### config.mk
export PLATFORM = sky130hd
export DESIGN_NAME = cache_sweep_reader
export DESIGN_NICKNAME = d
export VERILOG_FILES = /design/src/rtl/cache_sweep_reader.sv
export SDC_FILE = /design/constraint.sdc
export NUM_CORES = 1
export LEC_CHECK = 0
export ABC_AREA = 1
export BUFFER_PORTS_ARGS = -buffer_cell sky130_fd_sc_hd__buf_2
export CAP_MARGIN = 20
export CORE_AREA = 5 5 139 141
export CTS_BUF_LIST = sky130_fd_sc_hd__clkbuf_8
export CTS_CLUSTER_DIAMETER = 40
export DETAILED_ROUTE_END_ITERATION = 12
export DIE_AREA = 0 0 144 146
export PLACE_DENSITY_LB_ADDON = 0.05
export SKIP_CTS_REPAIR_TIMING = 1
export SLEW_MARGIN = 20
export SYNTH_ARGS = -nofsm -noshare
export SYNTH_HDL_FRONTEND = slang
export SYNTH_SLANG_ARGS = --single-unit
### constraint.sdc
create_clock -name clk -period 3.55 [get_ports clk]
set_input_delay 0.355 -clock clk [delete_from_list [all_inputs] [get_ports clk]]
set_output_delay 0.355 -clock clk [all_outputs]
set_load 0.01 [all_outputs]
### src/rtl/cache_sweep_reader.sv
// cache_sweep_reader: reads `count` consecutive 4-byte words from a cache
// starting at base_addr, keeps at most MAX_OUT reads in flight, and
// accumulates a wrap-around checksum of the returned data.
// Optional feature: define CACHE_SWEEP_RESPCHK_EN to check each response's
// type and opaque tag; a mismatch sets the sticky err flag.

package cache_sweep_reader_pkg;
    localparam logic [2:0] MEM_READ  = 3'd0;
    localparam logic [2:0] MEM_WRITE = 3'd1;

    typedef struct packed {
        logic [2:0]  type_;
        logic [7:0]  opaque;
        logic [31:0] addr;
        logic [1:0]  len;
        logic [31:0] data;
    } mem_req_4B_t;

    typedef struct packed {
        logic [2:0]  type_;
        logic [7:0]  opaque;
        logic [1:0]  test;
        logic [1:0]  len;
        logic [31:0] data;
    } mem_resp_4B_t;
endpackage

// state | meaning
// IDLE  | waiting for start; response channel closed
// ISSUE | sending read requests, collecting responses
// DRAIN | all requests sent, collecting remaining responses
// DONE  | one-cycle done pulse, then back to IDLE
module cache_sweep_reader
    import cache_sweep_reader_pkg::*;
#(
    parameter int MAX_OUT = 2
) (
    input  logic         clk,
    input  logic         rst,
    input  logic         start,
    input  logic [31:0]  base_addr,
    input  logic [15:0]  count,
    output logic         cachereq_val,
    input  logic         cachereq_rdy,
    output mem_req_4B_t  cachereq_msg,
    input  logic         cacheresp_val,
    output logic         cacheresp_rdy,
    input  mem_resp_4B_t cacheresp_msg,
    output logic         busy,
    output logic         done,
    output logic [31:0]  checksum,
    output logic         err
);

    typedef enum logic [1:0] {
        S_IDLE,
        S_ISSUE,
        S_DRAIN,
        S_DONE
    } state_t;

    state_t      r_state;
    state_t      w_state_nxt;
    logic [29:0] r_base_word;
    logic [15:0] r_count;
    logic [15:0] r_issued;
    logic [15:0] r_received;
    logic [31:0] r_checksum;
    logic        r_err;

    logic [15:0] w_outstanding;
    logic        w_start_ok;
    logic        w_issue_ok;
    logic        w_rx_ok;
    logic        w_req_hs;
    logic        w_resp_hs;
    logic        w_unused_resp;

    assign w_outstanding = r_issued - r_received;
    assign w_start_ok    = (r_state == S_IDLE) && start;
    assign w_issue_ok    = (r_state == S_ISSUE) && (r_issued < r_count)
                           && (w_outstanding < 16'(MAX_OUT));
    assign w_rx_ok       = (r_state == S_ISSUE) || (r_state == S_DRAIN);
    assign w_req_hs      = w_issue_ok && cachereq_rdy;
    assign w_resp_hs     = w_rx_ok && cacheresp_val;

    // The request message is a pure function of registered state, so it
    // cannot change while a request is stalled by backpressure.
    assign cachereq_val  = w_issue_ok;
    assign cachereq_msg  = '{type_:  MEM_READ,
                             opaque: r_issued[7:0],
                             addr:   {r_base_word + 30'(r_issued), 2'b00},
                             len:    2'd0,
                             data:   32'd0};
    assign cacheresp_rdy = w_rx_ok;
    assign checksum      = r_checksum;
    assign err           = r_err;

    assign w_unused_resp = ^{base_addr[1:0], cacheresp_msg.type_,
                             cacheresp_msg.opaque, cacheresp_msg.test,
                             cacheresp_msg.len};

    // State register.
    always_ff @(posedge clk or negedge rst) begin
        if (!rst) begin
            r_state <= S_IDLE;
        end else begin
            r_state <= w_state_nxt;
        end
    end

    // Next-state logic and status outputs.
    always_comb begin
        w_state_nxt = r_state;
        busy        = 1'b1;
        done        = 1'b0;
        case (r_state)
            S_IDLE: begin
                busy = 1'b0;
                if (start) begin
                    w_state_nxt = (count != 16'd0) ? S_ISSUE : S_DONE;
                end
            end
            S_ISSUE: begin
                if (w_req_hs && (r_issued + 16'd1 == r_count)) begin
                    w_state_nxt = S_DRAIN;
                end
            end
            S_DRAIN: begin
                if (w_resp_hs && (r_received + 16'd1 == r_count)) begin
                    w_state_nxt = S_DONE;
                end
            end
            S_DONE: begin
                done        = 1'b1;
                w_state_nxt = S_IDLE;
            end
            default: w_state_nxt = S_IDLE;
        endcase
    end

    // Sweep parameters, issue/receive counters and checksum.
    always_ff @(posedge clk or negedge rst) begin
        if (!rst) begin
            r_base_word <= '0;
            r_count     <= '0;
            r_issued    <= '0;
            r_received  <= '0;
            r_checksum  <= '0;
        end else if (w_start_ok) begin
            r_base_word <= base_addr[31:2];
            r_count     <= count;
            r_issued    <= '0;
            r_received  <= '0;
            r_checksum  <= '0;
        end else begin
            if (w_req_hs) begin
                r_issued <= r_issued + 16'd1;
            end
            if (w_resp_hs) begin
                r_received <= r_received + 16'd1;
                r_checksum <= r_checksum + cacheresp_msg.data;
            end
        end
    end

`ifdef CACHE_SWEEP_RESPCHK_EN
    // Sticky flag for responses with the wrong type or out-of-order tag.
    always_ff @(posedge clk or negedge rst) begin
        if (!rst) begin
            r_err <= 1'b0;
        end else if (w_start_ok) begin
            r_err <= 1'b0;
        end else if (w_resp_hs && ((cacheresp_msg.type_ != MEM_READ) ||
                                   (cacheresp_msg.opaque != r_received[7:0]))) begin
            r_err <= 1'b1;
        end
    end
`else
    assign r_err = 1'b0;
`endif

endmodule

Word level (Yosys, flattened, before mapping)
Cells that the tools add are included.
- register bits: 112
- input bits: 100
- output and inout port bits: 114
- logic and storage cells: 47
- $add $sub $neg: 5
- order comparisons: 2
- equal/unequal tests: 8
- muxes and demuxes: 13
- reductions and logical operators: 13
- operator list (kind ; number):
    two-way mux 16 bit ; 4
    two-way mux 32 bit ; 2
    adder 16 x 1 -> 16 bit (second input constant) ; 2
    adder 32 bit ; 1
    equality test 16 bit ; 2
    adder 30 x 16 -> 30 bit ; 1
    less-than comparator 16 bit ; 1
    less-than comparator 16 x 2 -> 1 bit (second input constant) ; 1
    nonzero test 16 bit ; 1
    subtractor 16 bit ; 1
    two-way mux 2 bit ; 4
    case mux 2 bit (4 select lines) ; 1
    logical AND 1 bit ; 7
    equality test 2 bit (second input constant) ; 2
    != test 2 x 1 -> 1 bit (second input constant) ; 2
    nonzero test 2 bit ; 2
    AND reduction 3 bit ; 1
    equality test 2 x 1 -> 1 bit (second input constant) ; 1
    zero test 2 bit ; 1
    two-way mux 1 bit ; 2
    != test 2 bit (second input constant) ; 1
    logical OR 1 bit ; 1

Longest topological paths before layout
Gate-level depths: netlist of run 1.
- word-level depth: 7
- mapped depth: 21
- mapped depth without buffers: 21

Worst setup path after synthesis of run 1
Ideal clock, no wire load.
- path type: register to output
- start point: register r_issued[1]
- end point: output cachereq_msg[64] (netlist bit)
- data arrival time: 2369 ps
- data required time: 3195 ps
- setup slack: 826 ps
- stages on the path, launching flop included: 13
- buffers on the path: 0
- cell sequence: dfrtp_1 > inv_1 > fa_1 > o21ai_2 > a21oi_1 > o21bai_1 > nand2_1 > nand2_1 > nand3_1 > nand2_1 > nand2_1 > nor3_1 > xor2_1
- RTL lines (item ; RTL line ; source):
    from (decl) ; 66 ; logic [15:0] r_issued;
    from (signal assigned) ; 158 ; r_issued <= r_issued + 16'd1;
    to (decl) ; 45 ; output mem_req_4B_t cachereq_msg,

==> metrics.yaml, run 1 <==
dp_slack_ps: 435
path_max_fanout: 5
core_area_sq_um: 17800
clk_pin_slew_ps: 120
nFillCells: 1724
ys_top_cells_by_count: "nand2_1 (451), inv_1 (181), nor2_1 (119)"
start_util_pct: 55.9
routed_wl_um: 28600
syn2layout_area_growth_pct: 10.5
synth.cell_area_sq_um: 9970
pwr-share-seq_pct: 23.9
clock_skew_ps: 13.5
io_buffers: 156
rows: 49
finalPower_uw: 9550
p_sw_share_pct: 54.3
syn_area_per_cell_sq_um: 6.74
vias: 9905
cts_tree: "done"
synth_top_area_share_pct: 28.1
critPathCaptureType: "primary output"
globalRouteOverflowTotal: 0
tns_ps: 0
drv_slew: 0
yosys_warnings: 0
ys_types: 50
synthCells: 1479
wl_per_cell_um: 15.3
via_per_inst: 5.32
p_int_uw: 4370
clk_latency_ps: 410
path_class: "register to primary output"
setup_viol: 0
cts_sinks: 112
cts_buffers: 9
ys_seq_area_share_pct: 28.1
cp-start-kind: "register"
min-delay-path-class: "primary input to async pin"
die_area_sq_um: 21000
drt_iter0_markers: 566
regArea_sq_um: 2810
ys_ff_latch: 112
cp.required_ps: 3190
maxCapViolCount: 0
synth_area_leaders: "dfrtp_1 (28%), nand2_1 (17%), ha_1 (11%), inv_1 (6.8%), a21oi_1 (4.9%)"
dp_hpwl_um: 22600
place_congestion: 0.959
synth_area_leader_cell: "dfrtp_1"
reg2reg_slack_ps: 550
dr.pass1.iters: 5
htree_levels: 3
fmaxAchievable_mhz: 293
multi_input_area_sq_um: 6160
finalNetCount: 1816
slew_headroom_pct: 45.4
p_sw_uw: 5190
fp.dieW_um: 144
async_flop_share_pct: 100
pin_count: 214
grt_pass1_vias: 9201
grt_pass1_wl_um: 45800
fin_crit_ps: 3420
hold_viol: 0
worstPathArrival_ps: 3060
synth-edff-count: 0
fin_ws_ps: 135
synthFlopType: "dfrtp_1"
clockRootBuffer: "clkbuf_8"
final_layout_size_suffix_gt1_share_pct: 14.0
p_clk_share_pct: 8.4
drcViolationCount: 0
powerDensity_nw_per_um2: 867
clk_path_buf_depth: 2
p_leak_uw: 0.00610
grt_max_degree: 58
num_antenna_cells: 0
vdd_drop_max_mv: 0.696
ant_nets: 0
track_usage_pct: 27.1
antenna_found_initial: 4
status: "complete, no violations"
die-height_um: 146
fin_crit_sh_pct: 96.2
worst-slew-pin-transition_ps: 819
p_comb_share_pct: 67.7
yosysMostFrequentCell: "nand2_1"
==> final cells by class <==
type                       count  area share (%)
inverter                     183            6.24
timing repair buffer         170            8.06
clock buffer                   9            1.12
tap                          229            2.60
clock inverter                 7           0.591
sequential                   112            25.5
multi-input combinational   1153            55.9
==> kinds of logic (layout without fill, tap and decap cells) <==
group / Yosys count / in the layout / synth area share, %
compound gates: 260 / 260 / 14.8
simple gates: 713 / 713 / 29.6
buf+inv: 253 / 369 / 11.7
flops: 112 / 112 / 28.1
xor+xnor: 53 / 53 / 4.65
other cells: 1 / 40 / 0.0376
fa+ha+maj: 87 / 87 / 11.1
==> routing by layer <==
layer / track usage, % / up-vias / wire, um
met5: 0 / - / 52
met4: 8.29 / 8 / 680
met3: 5.72 / 51 / 1810
met2: 43.5 / 320 / 13200
met1: 36.5 / 4484 / 12800
li1: - / 5042 / -
==> metrics by stage <==
stage | instance area [sq um] | util, % | hold WS (ps) | std cells
final | 11000 | 61.7 | 20.4 | 1863
after global routing | 11000 | 61.7 | 91.0 | 1863
after CTS | 11000 | 61.6 | 49.1 | 1861
after detailed placement | 10800 | 60.5 | 474 | 1845
after global placement | 10800 | 60.5 | 471 | 1845
after floorplan | 10100 | - | 59.4 | 1518
==> flip-flops by register name, summed over array words and instances, names as in the netlist <==
register,flops
r_state,2
r_issued,16
r_count,16
r_received,16
r_base_word,30
checksum,32
==> placed cells by master (no fill, tap or decap), types with 11 or more instances in the layout <==
cell and instances:
o21ai_0 89, nand3_1 74, o22ai_1 16, buf_4 15, nor2_1 119, conb_1 40, inv_1 180, dfrtp_1 110
xor2_1 43, a21oi_1 97, buf_2 155, nand4_1 26, ha_1 84, nand2_2 11, nand2_1 449
==> worst max-delay path: stages (launching register included) <==
cell	delay (ps)
dfrtp_2	430
ha_1	190
inv_1	50
fa_1	410
o21ai_2	200
a21oi_1	100
o21bai_1	220
nand2_1	70
nand2_1	150
nand3_1	120
nand2_2	140
nand2_2	120
nor3_2	140
xor2_1	160
buf_2	150
==> power by group through the flow <==
| stage | logic (uW) | registers [uW] | clock network (uW) |
|---|---|---|---|
| 6_report | 6470 | 2290 | 798 |
| 3_3_place_gp | 6310 | 2300 | 0 |
| 4_1_cts | 6430 | 2280 | 819 |
| 5_1_grt | 7380 | 2350 | 860 |
| 2_1_floorplan | 4730 | 2200 | 0 |
| 3_5_place_dp | 6400 | 2300 | 0 |
==> worst paths after layout <==
path	endpoint	depth (start not counted)	from
max in group asynchronous	checksum[26]$_DFFE_PN0P_	2	rst
min in group clk	r_base_word[26]$_DFFE_PN0P_	3	base_addr[28]
max reg2reg	r_issued[9]$_DFFE_PN0P_	19	r_issued[0]$_DFFE_PN0P_
min reg2reg	r_base_word[8]$_DFFE_PN0P_	2	r_base_word[8]$_DFFE_PN0P_
min	r_received[3]$_DFFE_PN0P_	1	rst
max	cachereq_msg[64]	14	r_issued[0]$_DFFE_PN0P_
No activity file was read; power rests on OpenSTA's default activity.
==> run 2: changes to the inputs <==
--- a/config.mk
+++ b/config.mk
@@ -5,15 +5,15 @@
 export SDC_FILE = /design/constraint.sdc
 export NUM_CORES = 1
 export LEC_CHECK = 0
-export ABC_AREA = 1
 export BUFFER_PORTS_ARGS = -buffer_cell sky130_fd_sc_hd__buf_2
 export CAP_MARGIN = 20
-export CORE_AREA = 5 5 139 141
-export CTS_BUF_LIST = sky130_fd_sc_hd__clkbuf_8
+export CORE_AREA = 5 5 136 138
+export CTS_BUF_LIST = sky130_fd_sc_hd__clkbuf_2
 export CTS_CLUSTER_DIAMETER = 40
 export DETAILED_ROUTE_END_ITERATION = 12
-export DIE_AREA = 0 0 144 146
+export DIE_AREA = 0 0 141 143
 export PLACE_DENSITY_LB_ADDON = 0.05
+export SETUP_SLACK_MARGIN = 0.1
 export SKIP_CTS_REPAIR_TIMING = 1
 export SLEW_MARGIN = 20
 export SYNTH_ARGS = -nofsm -noshare
==> metrics.yaml, run 2 <==
p_int_uw: 3750  # was 4370 uW
syn_area_per_cell_sq_um: 8.01  # was 6.74 sq um
cp-start-kind: "register"  # unchanged
track_usage_pct: 25.9  # was 27.1%
hold_viol: 0  # unchanged
p_sw_uw: 3320  # was 5190 uW
powerDensity_nw_per_um2: 619  # was 867 nW/um^2
synth-adder-area-share_pct: 11.6  # was 11.1%
finalPower_uw: 7070  # was 9550 uW
path_class: "register to primary output"  # unchanged
status: "complete, but fails checks"  # was complete, no violations
clock_skew_ps: 52.1  # was 13.5 ps
clk_path_buf_depth: 2  # unchanged
p_clk_share_pct: 10.1  # was 8.4%
synthXorXnorAreaFrac_pct: 9.06  # was 4.65%
finalNetCount: 1599  # was 1816
grt_pass1_wl_um: 42100  # was 45800 um
die_area_sq_um: 20200  # was 21000 sq um
drv_slew: 0  # unchanged
path_max_fanout: 9  # was 5
clk_latency_ps: 670  # was 410 ps
synth.cell_area_sq_um: 9570  # was 9970 sq um
failed_checks: "negative setup slack"
nFillCells: 1449  # was 1724
top_layer_used: "met5"  # unchanged
syn2layout_area_growth_pct: 19.3  # was 10.5%
setup_viol: 16  # was 0
ys_ff_latch: 112  # unchanged
yosys_warnings: 0  # unchanged
stdcell_area_sq_um: 11400  # was 11000 sq um
largest_reg_flops: 32  # unchanged
cts_sinks: 112  # unchanged
tns_ps: -4680  # was 0 ps
cp.required_ps: 3190  # about the same
dp_cells: 1571  # was 1845
ys_seq_area_share_pct: 29.3  # was 28.1%
maxCapViolCount: 0  # unchanged
clk_pin_slew_ps: 350  # was 120 ps
critPathCaptureType: "primary output"  # unchanged
worstPathArrival_ps: 3590  # was 3060 ps
via_per_inst: 5.61  # was 5.32
cts_tree: "done"  # unchanged
rsz0062_at_grt: "true"
synth_area_leader_cell: "dfrtp_1"  # unchanged
htree_levels: 3  # unchanged
synth_top_area_share_pct: 29.3  # was 28.1%
p_sw_share_pct: 46.9  # was 54.3%
synthCells: 1194  # was 1479
synth_top_family_by_area: "simple AND/OR/NAND/NOR gates"  # unchanged
pin_count: 214  # unchanged
ant_nets: 0  # unchanged
grt_pass1_vias: 8442  # was 9201
vdd_drop_max_mv: 0.466  # was 0.696 mV
fin_crit_ps: 3940  # was 3420 ps
fp.dieW_um: 141  # was 144 um
async_flop_share_pct: 100  # unchanged
synth_compound_area_share_pct: 19.4  # was 14.8%
ys_types: 74  # was 50
final_cell_mix: "nand2_1 (182), buf_2 (155), dfrtp_1 (110)"  # was nand2_1 (449), inv_1 (180), buf_2 (155)
globalRouteOverflowTotal: 0  # unchanged
final_layout_size_suffix_gt1_share_pct: 18.7  # was 14.0%
core_area_sq_um: 17100  # was 17800 sq um
synthFlopType: "dfrtp_1"  # unchanged
wl_per_cell_um: 16.7  # was 15.3 um
fin_ws_ps: -390  # was 135 ps
dr.pass1.iters: 5  # unchanged
cts_buffers: 9  # unchanged
ys_top_cells_by_count: "nand2_1 (182), dfrtp_1 (112), a21oi_1 (97)"  # was nand2_1 (451), inv_1 (181), nor2_1 (119)
met2_length_um: 12600  # was 13200 um
whs_ps: 51.9  # was 20.4 ps
place_congestion: 0.923  # was 0.959
yosys.area_share.simple_pct: 22.2  # was 29.6%
die-height_um: 143  # was 146 um
stdcell_count: 1644  # was 1863
rows: 48  # was 49
start_util_pct: 56.1  # was 55.9%
yosysMostFrequentCell: "nand2_1"  # unchanged
clockRootBuffer: "clkbuf_2"  # was clkbuf_8
pwr-share-seq_pct: 30.3  # was 23.9%
met3_length_um: 1820  # was 1810 um
slew_headroom_pct: 50.4  # was 45.4%
met1_length_um: 12600  # was 12800 um
drt_iter0_markers: 684  # was 566
fmaxAchievable_mhz: 254  # was 293 MHz
p_comb_share_pct: 59.5  # was 67.7%
vias: 9219  # was 9905
fin_crit_sh_pct: 111  # was 96.2%
placed_area_sq_um: 10600  # was 10800 sq um
drcViolationCount: 0  # unchanged
layout_commonest_cell: "nand2_1"  # unchanged
antenna_found_initial: 3  # was 4
p_leak_uw: 0.00561  # was 0.00610 uW
io_buffers: 156  # unchanged
synth_area_leaders: "dfrtp_1 (29%), ha_1 (11%), nand2_1 (7.1%), xnor2_1 (7.0%), a21oi_1 (5.1%)"  # was dfrtp_1 (28%), nand2_1 (17%), ha_1 (11%), inv_1 (6.8%), a21oi_1 (4.9%)
worst-slew-pin-transition_ps: 743  # was 819 ps
synth-edff-count: 0  # unchanged
dp_hpwl_um: 20300  # was 22600 um
routed_wl_um: 27500  # was 28600 um
grt_max_degree: 69  # was 58
synthMuxAreaShare_pct: 0.732  # was 0%
min-delay-path-class: "primary input to register"  # was primary input to async pin
==> run 2: critical path, cell delays in order (launching register included) <==
cell and delay (ps):
dfrtp_1 520, buf_4 210, ha_1 360, a211o_1 330, a32o_1 290, o31ai_2 280, o211ai_1 180, a21oi_2 260
nor2_4 80, nand4_1 110, xnor2_1 140, buf_2 170
==> run 2: kinds of logic after synthesis <==
| kind of cell | after synthesis |
|---|---|
| AOI/OAI and AO/OA | 296 |
| xor gates and xnor gates | 99 |
| adders and majority gates | 87 |
| buffers and inverters | 145 |
| DFF | 112 |
| muxes | 7 |
| other | 1 |
| and+or+nand+nor | 447 |
==> run 2: final cells by class <==
type	count	area, sq um	area share [%]
Antenna cell	2	5.00	0.0438
Timing Repair Buffer	251	1650	14.4
Multi-Input combinational cell	978	6310	55.3
Inverter	60	225	1.97
Sequential cell	112	2810	24.6
Tap cell	225	282	2.47
Clock buffer	10	50.0	0.438
Clock inverter	6	91.3	0.800
==> run 2: routing by layer <==
layer  global-route usage, %  up-vias
li1                        -     4538
met1                    35.8     4344
met2                    41.8      298
met3                    4.72       37
met4                    7.80        2
met5                       0        -
==> run 2: worst paths after layout <==
path,from,endpoint,slack [ps],depth (start not counted)
worst max-delay path,r_issued[6]$_DFFE_PN0P_,cachereq_msg[65],-390,11
max in group asynchronous,rst,r_base_word[23]$_DFFE_PN0P_,2620,3
min in group asynchronous,rst,checksum[27]$_DFFE_PN0P_,210,2
worst min register to register,r_base_word[11]$_DFFE_PN0P_,r_base_word[11]$_DFFE_PN0P_,530,2
worst min-delay path,cacheresp_msg[31],checksum[31]$_DFFE_PN0P_,50,4
worst max register to register,r_issued[0]$_DFFE_PN0P_,r_issued[8]$_DFFE_PN0P_,100,14
==> run 2: per-stage QoR <==
| stage | utilization, % | setup slack (ps) |
|---|---|---|
| floorplan | - | 416 |
| global placement | 62.2 | 117 |
| detailed placement | 62.2 | 51.8 |
| CTS | 63.0 | -635 |
| global route | 66.9 | -558 |
| finish | 66.9 | -390 |
==> run 2: power groups by stage <==
stage                     registers (uW)  logic [uW]  clock network [uW]
after global routing                2190        4690                 775
after floorplan                     2090        2920                   0
final                               2140        4210                 717
after global placement              2150        3990                   0
after CTS                           2130        4070                 728
after detailed placement            2150        4040                   0
==> run 3: changes to the inputs <==
--- a/config.mk
+++ b/config.mk
@@ -12,7 +12,7 @@
 export CTS_CLUSTER_DIAMETER = 40
 export DETAILED_ROUTE_END_ITERATION = 12
 export DIE_AREA = 0 0 141 143
-export PLACE_DENSITY_LB_ADDON = 0.05
+export PLACE_DENSITY_LB_ADDON = 0.15
 export SETUP_SLACK_MARGIN = 0.1
 export SKIP_CTS_REPAIR_TIMING = 1
 export SLEW_MARGIN = 20
==> metrics.yaml, run 3 (same netlist as run 2, synthesis figures left out) <==
reg2reg_to: "r_issued[9]$_DFFE_PN0P_"  # was r_issued[8]$_DFFE_PN0P_
hold_viol: 0  # unchanged
cp.required_ps: 3190  # about the same
min-delay-path-class: "primary input to register"  # unchanged
finalPower_uw: 7090  # was 7070 uW
nFillCells: 1451  # was 1449
worstHoldPathCells: 4  # unchanged
track_usage_pct: 26.3  # was 25.9%
start_util_pct: 56.1  # unchanged
cp-start-kind: "register"  # unchanged
drcViolationCount: 0  # unchanged
dr.pass1.iters: 5  # unchanged
place_congestion: 0.947  # was 0.923
syn2layout_area_growth_pct: 21.5  # was 19.3%
via_per_inst: 5.65  # was 5.61
rows: 48  # unchanged
clk_latency_ps: 690  # was 670 ps
ant_nets: 0  # unchanged
largest_reg_flops: 32  # unchanged
stdcell_count: 1658  # was 1644
met1_length_um: 12000  # was 12600 um
path_class: "register to primary output"  # unchanged
io_buffers: 156  # unchanged
rr_startpoint: "r_issued[0]$_DFFE_PN0P_"  # unchanged
path_max_fanout: 4  # was 9
drt_iter0_markers: 596  # was 684
min_from: "cachereq_rdy"  # was cacheresp_msg[31]
rsz0062_at_grt: "true"  # unchanged
slew_headroom_pct: 48.6  # was 50.4%
p_int_uw: 3710  # was 3750 uW
layout_commonest_cell: "nand2_1"  # unchanged
final_cell_mix: "nand2_1 (182), buf_2 (155), dfrtp_1 (110)"  # unchanged
clockRootBuffer: "clkbuf_2"  # unchanged
clk_path_buf_depth: 2  # unchanged
clock_skew_ps: 45.6  # was 52.1 ps
placed_area_sq_um: 10700  # was 10600 sq um
min_to: "r_issued[2]$_DFFE_PN0P_"  # was checksum[31]$_DFFE_PN0P_
tns_ps: -6130  # was -4680 ps
fin_crit_sh_pct: 115  # was 111%
stdcell_area_sq_um: 11600  # was 11400 sq um
cts_buffers: 9  # unchanged
wl_per_cell_um: 17.1  # was 16.7 um
powerDensity_nw_per_um2: 610  # was 619 nW/um^2
top_layer_used: "met4"  # was met5
fin_ws_ps: -524  # was -390 ps
cts_sinks: 112  # unchanged
met2_length_um: 13500  # was 12600 um
met3_length_um: 1880  # was 1820 um
core_area_sq_um: 17100  # unchanged
setup_viol: 17  # was 16
p_sw_share_pct: 47.7  # was 46.9%
finalNetCount: 1614  # was 1599
antenna_found_initial: 1  # was 3
globalRouteOverflowTotal: 0  # unchanged
fmaxAchievable_mhz: 245  # was 254 MHz
reg2reg_slack_ps: 100  # about the same
whs_ps: 99.2  # was 51.9 ps
grt_pass1_vias: 8676  # was 8442
p_comb_share_pct: 61.2  # was 59.5%
vias: 9361  # was 9219
dp_hpwl_um: 20700  # was 20300 um
p_clk_share_pct: 8.8  # was 10.1%
pwr-share-seq_pct: 30.0  # was 30.3%
worstPathArrival_ps: 3720  # was 3590 ps
worst-slew-pin-transition_ps: 771  # was 743 ps
dp_cells: 1577  # was 1571
cts_tree: "done"  # unchanged
maxCapViolCount: 0  # unchanged
p_leak_uw: 0.00568  # was 0.00561 uW
clk_pin_slew_ps: 370  # was 350 ps
fin_crit_ps: 4070  # was 3940 ps
htree_levels: 3  # unchanged
status: "complete, but fails checks"  # unchanged
routed_wl_um: 28300  # was 27500 um
pin_count: 214  # unchanged
fp.dieW_um: 141  # unchanged
p_sw_uw: 3380  # was 3320 uW
drv_slew: 0  # unchanged
grt_max_degree: 72  # was 69
failed_checks: "negative setup slack"  # unchanged
critPathCaptureType: "primary output"  # unchanged
final_layout_size_suffix_gt1_share_pct: 20.7  # was 18.7%
die-height_um: 143  # unchanged
rr_worst_depth: 15  # was 14
die_area_sq_um: 20200  # unchanged
grt_pass1_wl_um: 42900  # was 42100 um
vdd_drop_max_mv: 0.365  # was 0.466 mV
[run 3: worst max path at each step]
| stage | end | from | slack [ps] |
|---|---|---|---|
| global placement | cachereq_msg[62] | r_issued[2]$_DFFE_PN0P_ | 140 |
| CTS | cachereq_msg[56] | r_issued[2]$_DFFE_PN0P_ | -720 |
| detailed placement | r_state[1]$_DFFE_PN0P_ | r_issued[0]$_DFFE_PN0P_ | 150 |
| finish | cachereq_msg[58] | r_issued[0]$_DFFE_PN0P_ | -520 |
| floorplan | r_issued[14]$_DFFE_PN0P_ | r_issued[1]$_DFFE_PN0P_ | 420 |
| global route | cachereq_msg[60] | r_issued[0]$_DFFE_PN0P_ | -750 |
[run 3: through the flow]
step / util [%] / worst slack (ps)
after floorplan: - / 416
after global routing: 68.2 / -747
after detailed placement: 62.6 / 147
after CTS: 63.3 / -717
final: 68.2 / -524
after global placement: 62.6 / 142
[run 3: power by group through the flow]
stage	Clock (uW)	Sequential, uW	Combinational (uW)
after floorplan	0	2090	2920
after global placement	0	2130	4020
after detailed placement	0	2130	4100
after CTS	637	2110	4120
after global routing	693	2180	4820
final	626	2130	4340
[run 3: layout make-up]
cell class                 instances  area [sq um]  share of cell area [%]
multi-input combinational        976          6390                    55.0
antenna                            1          2.50                  0.0215
sequential                       112          2810                    24.1
tap                              225           282                    2.42
clock buffer                       9          45.0                   0.387
clock inverter                     7          75.1                   0.646
timing repair buffer             268          1800                    15.5
inverter                          60           225                    1.94
[run 3: metal layers]
| layer | vias up | GRT usage, % |
|---|---|---|
| met1 | 4406 | 34.7 |
| met5 | - | 0 |
| li1 | 4555 | - |
| met3 | 62 | 5.43 |
| met2 | 338 | 43.8 |
| met4 | 0 | 8.01 |
[run 3: worst max-delay path, stage by stage, from the launching register on]
cell	delay [ps]
dfrtp_1	500
ha_2	210
inv_2	60
fa_2	200
nor2b_2	50
o21ai_2	170
a21boi_2	80
o41a_1	330
o31a_1	340
o211ai_1	260
nand2_1	160
a31oi_4	240
nand2b_1	150
xnor2_1	120
buf_2	160
